## config.mk

```make
export PLATFORM = sky130hd
export DESIGN_NAME = pipe_hazard_ctrl_flat
export DESIGN_NICKNAME = d
export VERILOG_FILES = /design/src/rtl/pipe_hazard_if.sv /design/src/rtl/pipe_hazard_ctrl.sv /design/src/flat_wrapper.sv
export SDC_FILE = /design/constraint.sdc
export NUM_CORES = 1
export LEC_CHECK = 0
export CORE_ASPECT_RATIO = 0.75
export CORE_UTILIZATION = 47
export CTS_CLUSTER_DIAMETER = 100
export DETAILED_ROUTE_END_ITERATION = 8
export PLACE_DENSITY = 0.87
export SLEW_MARGIN = 20
export SYNTH_ARGS = -nofsm -noshare
export SYNTH_HDL_FRONTEND = slang
export SYNTH_SLANG_ARGS = --single-unit
```

## constraint.sdc

```tcl
create_clock -name clk -period 2.6 [get_ports clk]
set_input_delay 0.52 -clock clk [delete_from_list [all_inputs] [get_ports clk]]
set_output_delay 0.52 -clock clk [all_outputs]
set_load 0.03 [all_outputs]
```

## src/rtl/pipe_hazard_if.sv

```systemverilog
// Handshake bundle between the pipeline datapath and the hazard controller.
// The master drives ID-stage information; the slave returns pipeline controls.
interface pipe_hazard_if #(
  parameter int ADDR_W = 5,
  parameter int CNT_W  = 16
);
  logic              id_valid;
  logic [ADDR_W-1:0] id_rs;
  logic [ADDR_W-1:0] id_rt;
  logic              id_use_rs;
  logic              id_use_rt;
  logic              id_is_branch;
  logic              id_wb_en;
  logic              id_mem_read;
  logic              id_mem_write;
  logic [ADDR_W-1:0] id_dest;
  logic              br_taken;
  logic              dmem_ack;

  logic              freeze_if_id;
  logic              bubble_ex;
  logic              flush_id;
  logic              pipe_hold;
  logic              dmem_req;
  logic [1:0]        fwd_a_sel;
  logic [1:0]        fwd_b_sel;
  logic [CNT_W-1:0]  stall_cnt;

  modport master (
    output id_valid, id_rs, id_rt, id_use_rs, id_use_rt, id_is_branch,
           id_wb_en, id_mem_read, id_mem_write, id_dest, br_taken, dmem_ack,
    input  freeze_if_id, bubble_ex, flush_id, pipe_hold, dmem_req,
           fwd_a_sel, fwd_b_sel, stall_cnt
  );

  modport slave (
    input  id_valid, id_rs, id_rt, id_use_rs, id_use_rt, id_is_branch,
           id_wb_en, id_mem_read, id_mem_write, id_dest, br_taken, dmem_ack,
    output freeze_if_id, bubble_ex, flush_id, pipe_hold, dmem_req,
           fwd_a_sel, fwd_b_sel, stall_cnt
  );
endinterface

```

## src/rtl/pipe_hazard_ctrl.sv

```systemverilog
// Hazard controller for a 5-stage pipeline: tracks EX/MEM/WB shadow slots to
// generate interlock stalls, operand forwarding and data-memory wait holds.
module pipe_hazard_ctrl #(
  parameter int ADDR_W = 5,
  parameter bit FWD_EN = 1'b1,
  parameter int CNT_W  = 16
) (
  input logic         clk,
  input logic         rst,
  pipe_hazard_if.slave bus
);

  typedef struct packed {
    logic              valid;
    logic              wb_en;
    logic [ADDR_W-1:0] dest;
    logic              mem_read;
    logic              mem_write;
    logic [ADDR_W-1:0] rs;
    logic [ADDR_W-1:0] rt;
  } slot_t;

  typedef enum logic {S_IDLE, S_WAIT} mem_state_t;

  slot_t            ex_q, mem_q, wb_q, ex_d;
  mem_state_t       state;
  logic [CNT_W-1:0] stall_cnt_q;
  logic             hit_ex, hit_mem;
  logic             stall, dmem_req, pipe_hold, freeze, bubble;

  function automatic logic src_match(input logic              used,
                                     input logic [ADDR_W-1:0] src,
                                     input slot_t             s);
    return used && (src != '0) && s.valid && s.wb_en && (s.dest == src);
  endfunction

  function automatic logic [1:0] fwd_sel(input logic [ADDR_W-1:0] src,
                                         input logic              src_valid,
                                         input slot_t             m,
                                         input slot_t             w);
    if (!FWD_EN || !src_valid)                   return 2'd0;
    if (src_match(1'b1, src, m) && !m.mem_read)  return 2'd1;
    if (src_match(1'b1, src, w))                 return 2'd2;
    return 2'd0;
  endfunction

  always_comb begin
    hit_ex  = src_match(bus.id_use_rs, bus.id_rs, ex_q)  |
              src_match(bus.id_use_rt, bus.id_rt, ex_q);
    hit_mem = src_match(bus.id_use_rs, bus.id_rs, mem_q) |
              src_match(bus.id_use_rt, bus.id_rt, mem_q);
    if (FWD_EN) begin
      // Load-use always stalls; branches need operands in ID, so an ALU result
      // still in EX or a load still in MEM is too late for them.
      stall = bus.id_valid &
              ((hit_ex & ex_q.mem_read) |
               (bus.id_is_branch & (hit_ex | (hit_mem & mem_q.mem_read))));
    end else begin
      stall = bus.id_valid & (hit_ex | hit_mem);
    end
  end

  assign dmem_req  = mem_q.valid & (mem_q.mem_read | mem_q.mem_write);
  assign pipe_hold = dmem_req & ~bus.dmem_ack;
  assign freeze    = stall | pipe_hold;
  assign bubble    = stall & ~pipe_hold;

  // NOTE: every field gets a default first so no path through this block can
  // leave a variable unassigned and infer a latch.
  always_comb begin
    ex_d = '0;
    if (bus.id_valid && !bubble) begin
      ex_d.valid     = 1'b1;
      ex_d.wb_en     = bus.id_wb_en;
      ex_d.dest      = bus.id_dest;
      ex_d.mem_read  = bus.id_mem_read;
      ex_d.mem_write = bus.id_mem_write;
      // Unused sources are recorded as r0 so they can never select a bypass.
      ex_d.rs        = bus.id_use_rs ? bus.id_rs : '0;
      ex_d.rt        = bus.id_use_rt ? bus.id_rt : '0;
    end
  end

  // NOTE: sequential state uses non-blocking assignments so the EX->MEM->WB
  // shift reads the pre-edge value of every slot.
  always_ff @(posedge clk) begin
    if (rst) begin
      ex_q        <= '0;
      mem_q       <= '0;
      wb_q        <= '0;
      state       <= S_IDLE;
      stall_cnt_q <= '0;
    end else begin
      if (!pipe_hold) begin
        ex_q  <= ex_d;
        mem_q <= ex_q;
        wb_q  <= mem_q;
      end
      if (freeze && (stall_cnt_q != {CNT_W{1'b1}})) begin
        stall_cnt_q <= stall_cnt_q + CNT_W'(1);
      end
      case (state)
        S_IDLE:  if (dmem_req && !bus.dmem_ack) state <= S_WAIT;
        S_WAIT:  if (bus.dmem_ack)              state <= S_IDLE;
        default:                                state <= S_IDLE;
      endcase
    end
  end

  assign bus.freeze_if_id = freeze;
  assign bus.bubble_ex    = bubble;
  assign bus.flush_id     = bus.br_taken & ~stall & ~pipe_hold;
  assign bus.pipe_hold    = pipe_hold;
  assign bus.dmem_req     = dmem_req;
  assign bus.fwd_a_sel    = fwd_sel(ex_q.rs, ex_q.valid, mem_q, wb_q);
  assign bus.fwd_b_sel    = fwd_sel(ex_q.rt, ex_q.valid, mem_q, wb_q);
  assign bus.stall_cnt    = stall_cnt_q;

  // The WB slot only ever answers "who writes which register".
  logic unused_wb_bits;
  assign unused_wb_bits = ^{wb_q.mem_read, wb_q.mem_write, wb_q.rs, wb_q.rt};

endmodule
```

## src/flat_wrapper.sv

```systemverilog
// flat-port wrapper written by rule: the top's interface ports become plain ports
module pipe_hazard_ctrl_flat 
#(
  parameter int ADDR_W = 5,
  parameter bit FWD_EN = 1'b1,
  parameter int CNT_W  = 16
)
  (clk, rst, bus_id_valid, bus_id_rs, bus_id_rt, bus_id_use_rs, bus_id_use_rt, bus_id_is_branch, bus_id_wb_en, bus_id_mem_read, bus_id_mem_write, bus_id_dest, bus_br_taken, bus_dmem_ack, bus_freeze_if_id, bus_bubble_ex, bus_flush_id, bus_pipe_hold, bus_dmem_req, bus_fwd_a_sel, bus_fwd_b_sel, bus_stall_cnt);
  pipe_hazard_if #(.ADDR_W(ADDR_W), .CNT_W(CNT_W)) bus_i ();
  input logic clk;
  input logic rst;
  input wire logic [$bits(bus_i.id_valid)-1:0] bus_id_valid;
  input wire logic [$bits(bus_i.id_rs)-1:0] bus_id_rs;
  input wire logic [$bits(bus_i.id_rt)-1:0] bus_id_rt;
  input wire logic [$bits(bus_i.id_use_rs)-1:0] bus_id_use_rs;
  input wire logic [$bits(bus_i.id_use_rt)-1:0] bus_id_use_rt;
  input wire logic [$bits(bus_i.id_is_branch)-1:0] bus_id_is_branch;
  input wire logic [$bits(bus_i.id_wb_en)-1:0] bus_id_wb_en;
  input wire logic [$bits(bus_i.id_mem_read)-1:0] bus_id_mem_read;
  input wire logic [$bits(bus_i.id_mem_write)-1:0] bus_id_mem_write;
  input wire logic [$bits(bus_i.id_dest)-1:0] bus_id_dest;
  input wire logic [$bits(bus_i.br_taken)-1:0] bus_br_taken;
  input wire logic [$bits(bus_i.dmem_ack)-1:0] bus_dmem_ack;
  output wire logic [$bits(bus_i.freeze_if_id)-1:0] bus_freeze_if_id;
  output wire logic [$bits(bus_i.bubble_ex)-1:0] bus_bubble_ex;
  output wire logic [$bits(bus_i.flush_id)-1:0] bus_flush_id;
  output wire logic [$bits(bus_i.pipe_hold)-1:0] bus_pipe_hold;
  output wire logic [$bits(bus_i.dmem_req)-1:0] bus_dmem_req;
  output wire logic [$bits(bus_i.fwd_a_sel)-1:0] bus_fwd_a_sel;
  output wire logic [$bits(bus_i.fwd_b_sel)-1:0] bus_fwd_b_sel;
  output wire logic [$bits(bus_i.stall_cnt)-1:0] bus_stall_cnt;
  assign bus_i.id_valid = bus_id_valid;
  assign bus_i.id_rs = bus_id_rs;
  assign bus_i.id_rt = bus_id_rt;
  assign bus_i.id_use_rs = bus_id_use_rs;
  assign bus_i.id_use_rt = bus_id_use_rt;
  assign bus_i.id_is_branch = bus_id_is_branch;
  assign bus_i.id_wb_en = bus_id_wb_en;
  assign bus_i.id_mem_read = bus_id_mem_read;
  assign bus_i.id_mem_write = bus_id_mem_write;
  assign bus_i.id_dest = bus_id_dest;
  assign bus_i.br_taken = bus_br_taken;
  assign bus_i.dmem_ack = bus_dmem_ack;
  assign bus_freeze_if_id = bus_i.freeze_if_id;
  assign bus_bubble_ex = bus_i.bubble_ex;
  assign bus_flush_id = bus_i.flush_id;
  assign bus_pipe_hold = bus_i.pipe_hold;
  assign bus_dmem_req = bus_i.dmem_req;
  assign bus_fwd_a_sel = bus_i.fwd_a_sel;
  assign bus_fwd_b_sel = bus_i.fwd_b_sel;
  assign bus_stall_cnt = bus_i.stall_cnt;
  pipe_hazard_ctrl #(.ADDR_W(ADDR_W), .FWD_EN(FWD_EN), .CNT_W(CNT_W)) u_core (.clk(clk), .rst(rst), .bus(bus_i));
endmodule
```

==> flow_summary.yaml, run 1 <==
worst_setup_path:
  regToRegEndpoint: "u_core.bus.stall_cnt[7]$_SDFFE_PP0P_"
  timing.critical_path.to: "bus_flush_id"
  crit_family: "simple AND/OR/NAND/NOR gates"
  critical_path.cell_chain: "buf_8, or4_4, o21ai_4, nor4_4, a41oi_2, a21boi_4, or2_4, nor2_4, buf_6"
  cp_max_fo: 4
  cp-startpoint: "bus_id_rt[4]"
  slowest_stage: "sky130_fd_sc_hd__or4_4"
  worstSetupPathType: "primary input to output port"
  crit-reg2reg-launch: "u_core.mem_q[13]$_SDFFE_PP0N_"
  cp.buffers_inverters: 2
  crit_cells: 9
  setup.worst_path.start_class: "primary input"
  critPathArrivalTime_ns: 2.25
  cp.required_ns: 2.08
  cpPeakStageDelay_ns: 0.54
  regToRegSetupSlack_ns: -0.06
  reg2regPathDepth: 10
  end_kind: "output port"
timing:
  timing.final.crit_share_pct: 106
  maxClockFrequency_ghz: 0.361
  grt_setup_unrepaired: "yes"
  report.final.hold_viol_count: 0
  setup_total_negative_slack_ns: -0.533
  finalClockSkew_ns: 0.00882
  crit_path_setup_slack_layout_ns: -0.167
  timing.slew.headroom_pct: 59.9
  post-route-min-period_ns: 2.77
  final_max_slew_viol_count: 0
  worst_pin_slew_ns: 0.599
  timing.final.setup_violations: 7
yosys:
  post_synth_num_cell_types: 45
  synth-async-reset-ratio_pct: 0
  yosys.cell_count.top_type: "sky130_fd_sc_hd__dfxtp_1"
  synth_compound_area_share_pct: 16.4
  syn-mean-instance-area_um2: 8.48
  yosys-top-cells-area: "sky130_fd_sc_hd__dfxtp_1 39%, sky130_fd_sc_hd__xnor2_1 7.6%, sky130_fd_sc_hd__xor2_1 6.6%, sky130_fd_sc_hd__nand2_1 5.3%, sky130_fd_sc_hd__nor2_1 5.3%"
  combinational_family_with_the_most_area_after_synthesis: "simple AND/OR/NAND/NOR gates"
  synthSimpleGateAreaFrac_pct: 24.2
  yosys_warnings: 0
  yosys.area_share.adder_pct: 0.474
  yosysSeqAreaShare_pct: 38.7
  synth.ff_latch_count: 51
  synth-main-ff-cell: "sky130_fd_sc_hd__dfxtp_1"
  synth_xor_xnor_area_share_pct: 14.3
  muxShareOfSynthArea_pct: 1.66
  synth-edff-count: 0
  yosysTopAreaCellShare_pct: 38.7
  synth_fp_nets: 338
  post_synth_instance_area_um2: 2640
  post-synth-top-area-cell: "sky130_fd_sc_hd__dfxtp_1"
  synth.top_cells.by_count: "51 x sky130_fd_sc_hd__dfxtp_1, 37 x sky130_fd_sc_hd__nand2_1, 37 x sky130_fd_sc_hd__nor2_1, 23 x sky130_fd_sc_hd__xnor2_1, 22 x sky130_fd_sc_hd__a21oi_1"
  postSynthCellCount: 311
clock_network:
  htree_levels: 2
  cts.path.max_buffers: 2
  clock_pin_transition_on_the_worst_setup_and_hold_timing_paths_ns: 0.09
  clock_sink_count: 51
  clock_tree.root_cell: "sky130_fd_sc_hd__clkbuf_8"
  clock_latency_ns: 0.32
  cts-buffers-inserted: 5
  hold_buffers: 0
  tritoncts: "done"
die:
  start_util_pct: 49.0
  boundaryPins: 51
  placementRows: 23
  die_y_um: 66.9
  dieWidth_um: 88.5
  floorplan_die_area_um2: 5920
  core_um2: 5380
route:
  viasPerCell: 5.83
  dr.first_iter.drc_count: 385
  postRouteAntennaNets: 0
  firstDrtPassIters: 5
  totalWireLength_um: 8370
  post_route_drc: 0
  num_vias: 2734
  wire_per_inst_um: 17.8
place:
  dpl_worst_slack_ns: -0.650
  portBuffers: 50
  post-place-cells: 454
  hpwlAfterDp_um: 5510
  gp_congestion: 0.869
global_route:
  first_global_vias: 2554
  grt_util_met1_pct: 36.9
  globalRouteMet3Util_pct: 4.34
  met2_usage_pct: 47.3
  grt_first_pass_wirelength_um: 12600
  globalRouteOverflowTotal: 0
  grt_busiest_layer: "met2"
  grt_antenna_before_repair: 0
  grt_max_degree: 27
  grt_use_total_pct: 28.5
finish:
  flow.area_growth_from_synthesis_pct: 41.3
  num-nets-final: 420
  nFillCells: 381
  instances_no_fill: 469
  drive_above_1_share_pct: 26.6
  insertedDiodeCount: 0
outcome:
  outcome: "finished with violations"
  violated_checks: "setup timing"
power:
  power.density_cell_area_nw_per_um2: 409
  vdd.ir_drop.worst_mv: 0.234
  leakage_nw: 1.43
run:
  maxCapViolCount: 0
hold_path:
  timing.hold.worst.class: "flip-flop to flip-flop"
==> how the worst min path moves through the flow <==
stage                                       from                       endpoint  slack (ns)  cells past startpoint
finish              u_core.ex_q[10]$_SDFFE_PP0N_  u_core.mem_q[10]$_SDFFE_PP0N_        0.47                      2
global placement    u_core.wb_q[17]$_SDFFE_PP0N_   u_core.wb_q[17]$_SDFFE_PP0N_        0.44                      2
CTS                 u_core.ex_q[10]$_SDFFE_PP0N_  u_core.mem_q[10]$_SDFFE_PP0N_        0.47                      2
detailed placement  u_core.ex_q[10]$_SDFFE_PP0N_  u_core.mem_q[10]$_SDFFE_PP0N_        0.46                      2
global route                        bus_id_rt[4]    u_core.ex_q[4]$_SDFFE_PP0N_        0.49                      3
floorplan           u_core.wb_q[17]$_SDFFE_PP0N_   u_core.wb_q[17]$_SDFFE_PP0N_        0.43                      2
==> logic make-up after synthesis <==
kind of cell | after synthesis
simple gates | 126
buf+inv | 25
xor+xnor | 43
compound gates | 61
fa+ha+maj | 1
flops | 51
mux | 4
==> placed cells by master (no fill, tap or decap), types with 4 or more instances in the layout <==
cell type and instances:
sky130_fd_sc_hd__a21oi_1 18, sky130_fd_sc_hd__a21oi_2 4, sky130_fd_sc_hd__a22oi_1 8, sky130_fd_sc_hd__a32oi_1 10
sky130_fd_sc_hd__buf_4 43, sky130_fd_sc_hd__buf_6 9, sky130_fd_sc_hd__clkbuf_8 7, sky130_fd_sc_hd__clkdlybuf4s50_1 30
sky130_fd_sc_hd__dfxtp_1 44, sky130_fd_sc_hd__dfxtp_2 7, sky130_fd_sc_hd__dlygate4sd2_1 4, sky130_fd_sc_hd__inv_1 5
sky130_fd_sc_hd__nand2_1 37, sky130_fd_sc_hd__nand3_1 4, sky130_fd_sc_hd__nand4_1 9, sky130_fd_sc_hd__nor2_1 35
sky130_fd_sc_hd__nor4_1 5, sky130_fd_sc_hd__or3_1 4, sky130_fd_sc_hd__or4_1 7, sky130_fd_sc_hd__or4_4 4
sky130_fd_sc_hd__xnor2_1 20, sky130_fd_sc_hd__xor2_1 20
==> power by group <==
part | switching [W] | total (W) | internal (W)
clock network | 0.000262 | 0.000505 | 0.000243
logic | 0.0000953 | 0.000197 | 0.000101
registers | 0.0000233 | 0.000821 | 0.000798
==> stage by stage <==
step	total power, W	cell area, µm²	utilization (%)	hold slack [ns]
CTS	0.00150	3610	67.2	0.470
global route	0.00158	3730	69.3	0.490
finish	0.00152	3730	69.3	0.471
floorplan	0.000918	2650	-	0.428
detailed placement	0.00102	3430	63.8	0.456
global placement	0.00101	3430	63.8	0.439
==> metal layers <==
layer	part of all wire, %	vias up
met5	0	-
met1	41	1312
met2	49	128
li1	-	1270
met4	2.8	0
met3	7.2	24
==> cell type report <==
class / instances / area [µm²] / share of cell area [%]
Tap cell: 75 / 93.8 / 2.52
Timing Repair Buffer: 95 / 842 / 22.6
Clock buffer: 8 / 100 / 2.69
Inverter: 5 / 18.8 / 0.504
Sequential cell: 51 / 1030 / 27.6
Multi-Input combinational cell: 235 / 1640 / 44.1
==> flip-flops by register name, indices dropped and copies added, names as in the netlist <==
signal / count
u_core.ex_q: 19
u_core.bus.stall_cnt: 16
u_core.mem_q: 9
u_core.wb_q: 7
==> worst register-to-register path, cell delays in order, from the launching register on <==
cell	delay [ns]
sky130_fd_sc_hd__dfxtp_2	0.35
sky130_fd_sc_hd__xor2_1	0.16
sky130_fd_sc_hd__or4_4	0.53
sky130_fd_sc_hd__nor4_4	0.18
sky130_fd_sc_hd__a41oi_2	0.09
sky130_fd_sc_hd__a21boi_4	0.23
sky130_fd_sc_hd__buf_4	0.16
sky130_fd_sc_hd__o21ai_4	0.08
sky130_fd_sc_hd__buf_6	0.15
sky130_fd_sc_hd__or4_4	0.52
sky130_fd_sc_hd__a21oi_2	0.15
==> what timing repair did <==
action / CTS / global route
endpoints found under the setup margin: 18 / 17
buffers inserted: 3 / 4
pin swaps: 18 / 16
endpoints found under the hold margin: 0 / 0
resized for setup: 54 / 26
No activity file was read; power rests on OpenSTA's default activity.
==> inputs of run 2 (changes only) <==
--- a/config.mk
+++ b/config.mk
@@ -9,6 +9,7 @@
 export CORE_UTILIZATION = 47
 export CTS_CLUSTER_DIAMETER = 100
 export DETAILED_ROUTE_END_ITERATION = 8
+export GPL_ROUTABILITY_DRIVEN = 0
 export PLACE_DENSITY = 0.87
 export SLEW_MARGIN = 20
 export SYNTH_ARGS = -nofsm -noshare
==> results of run 2 <==
Final layout, timing and power as in run 1 (identical DEF).
==> inputs of run 3 (changes only) <==
--- a/config.mk
+++ b/config.mk
@@ -9,9 +9,7 @@
 export CORE_UTILIZATION = 47
 export CTS_CLUSTER_DIAMETER = 100
 export DETAILED_ROUTE_END_ITERATION = 8
-export GPL_ROUTABILITY_DRIVEN = 0
 export PLACE_DENSITY = 0.87
-export SLEW_MARGIN = 20
 export SYNTH_ARGS = -nofsm -noshare
 export SYNTH_HDL_FRONTEND = slang
 export SYNTH_SLANG_ARGS = --single-unit
==> results of run 3 <==
Final layout, timing and power as in run 1 (identical DEF).
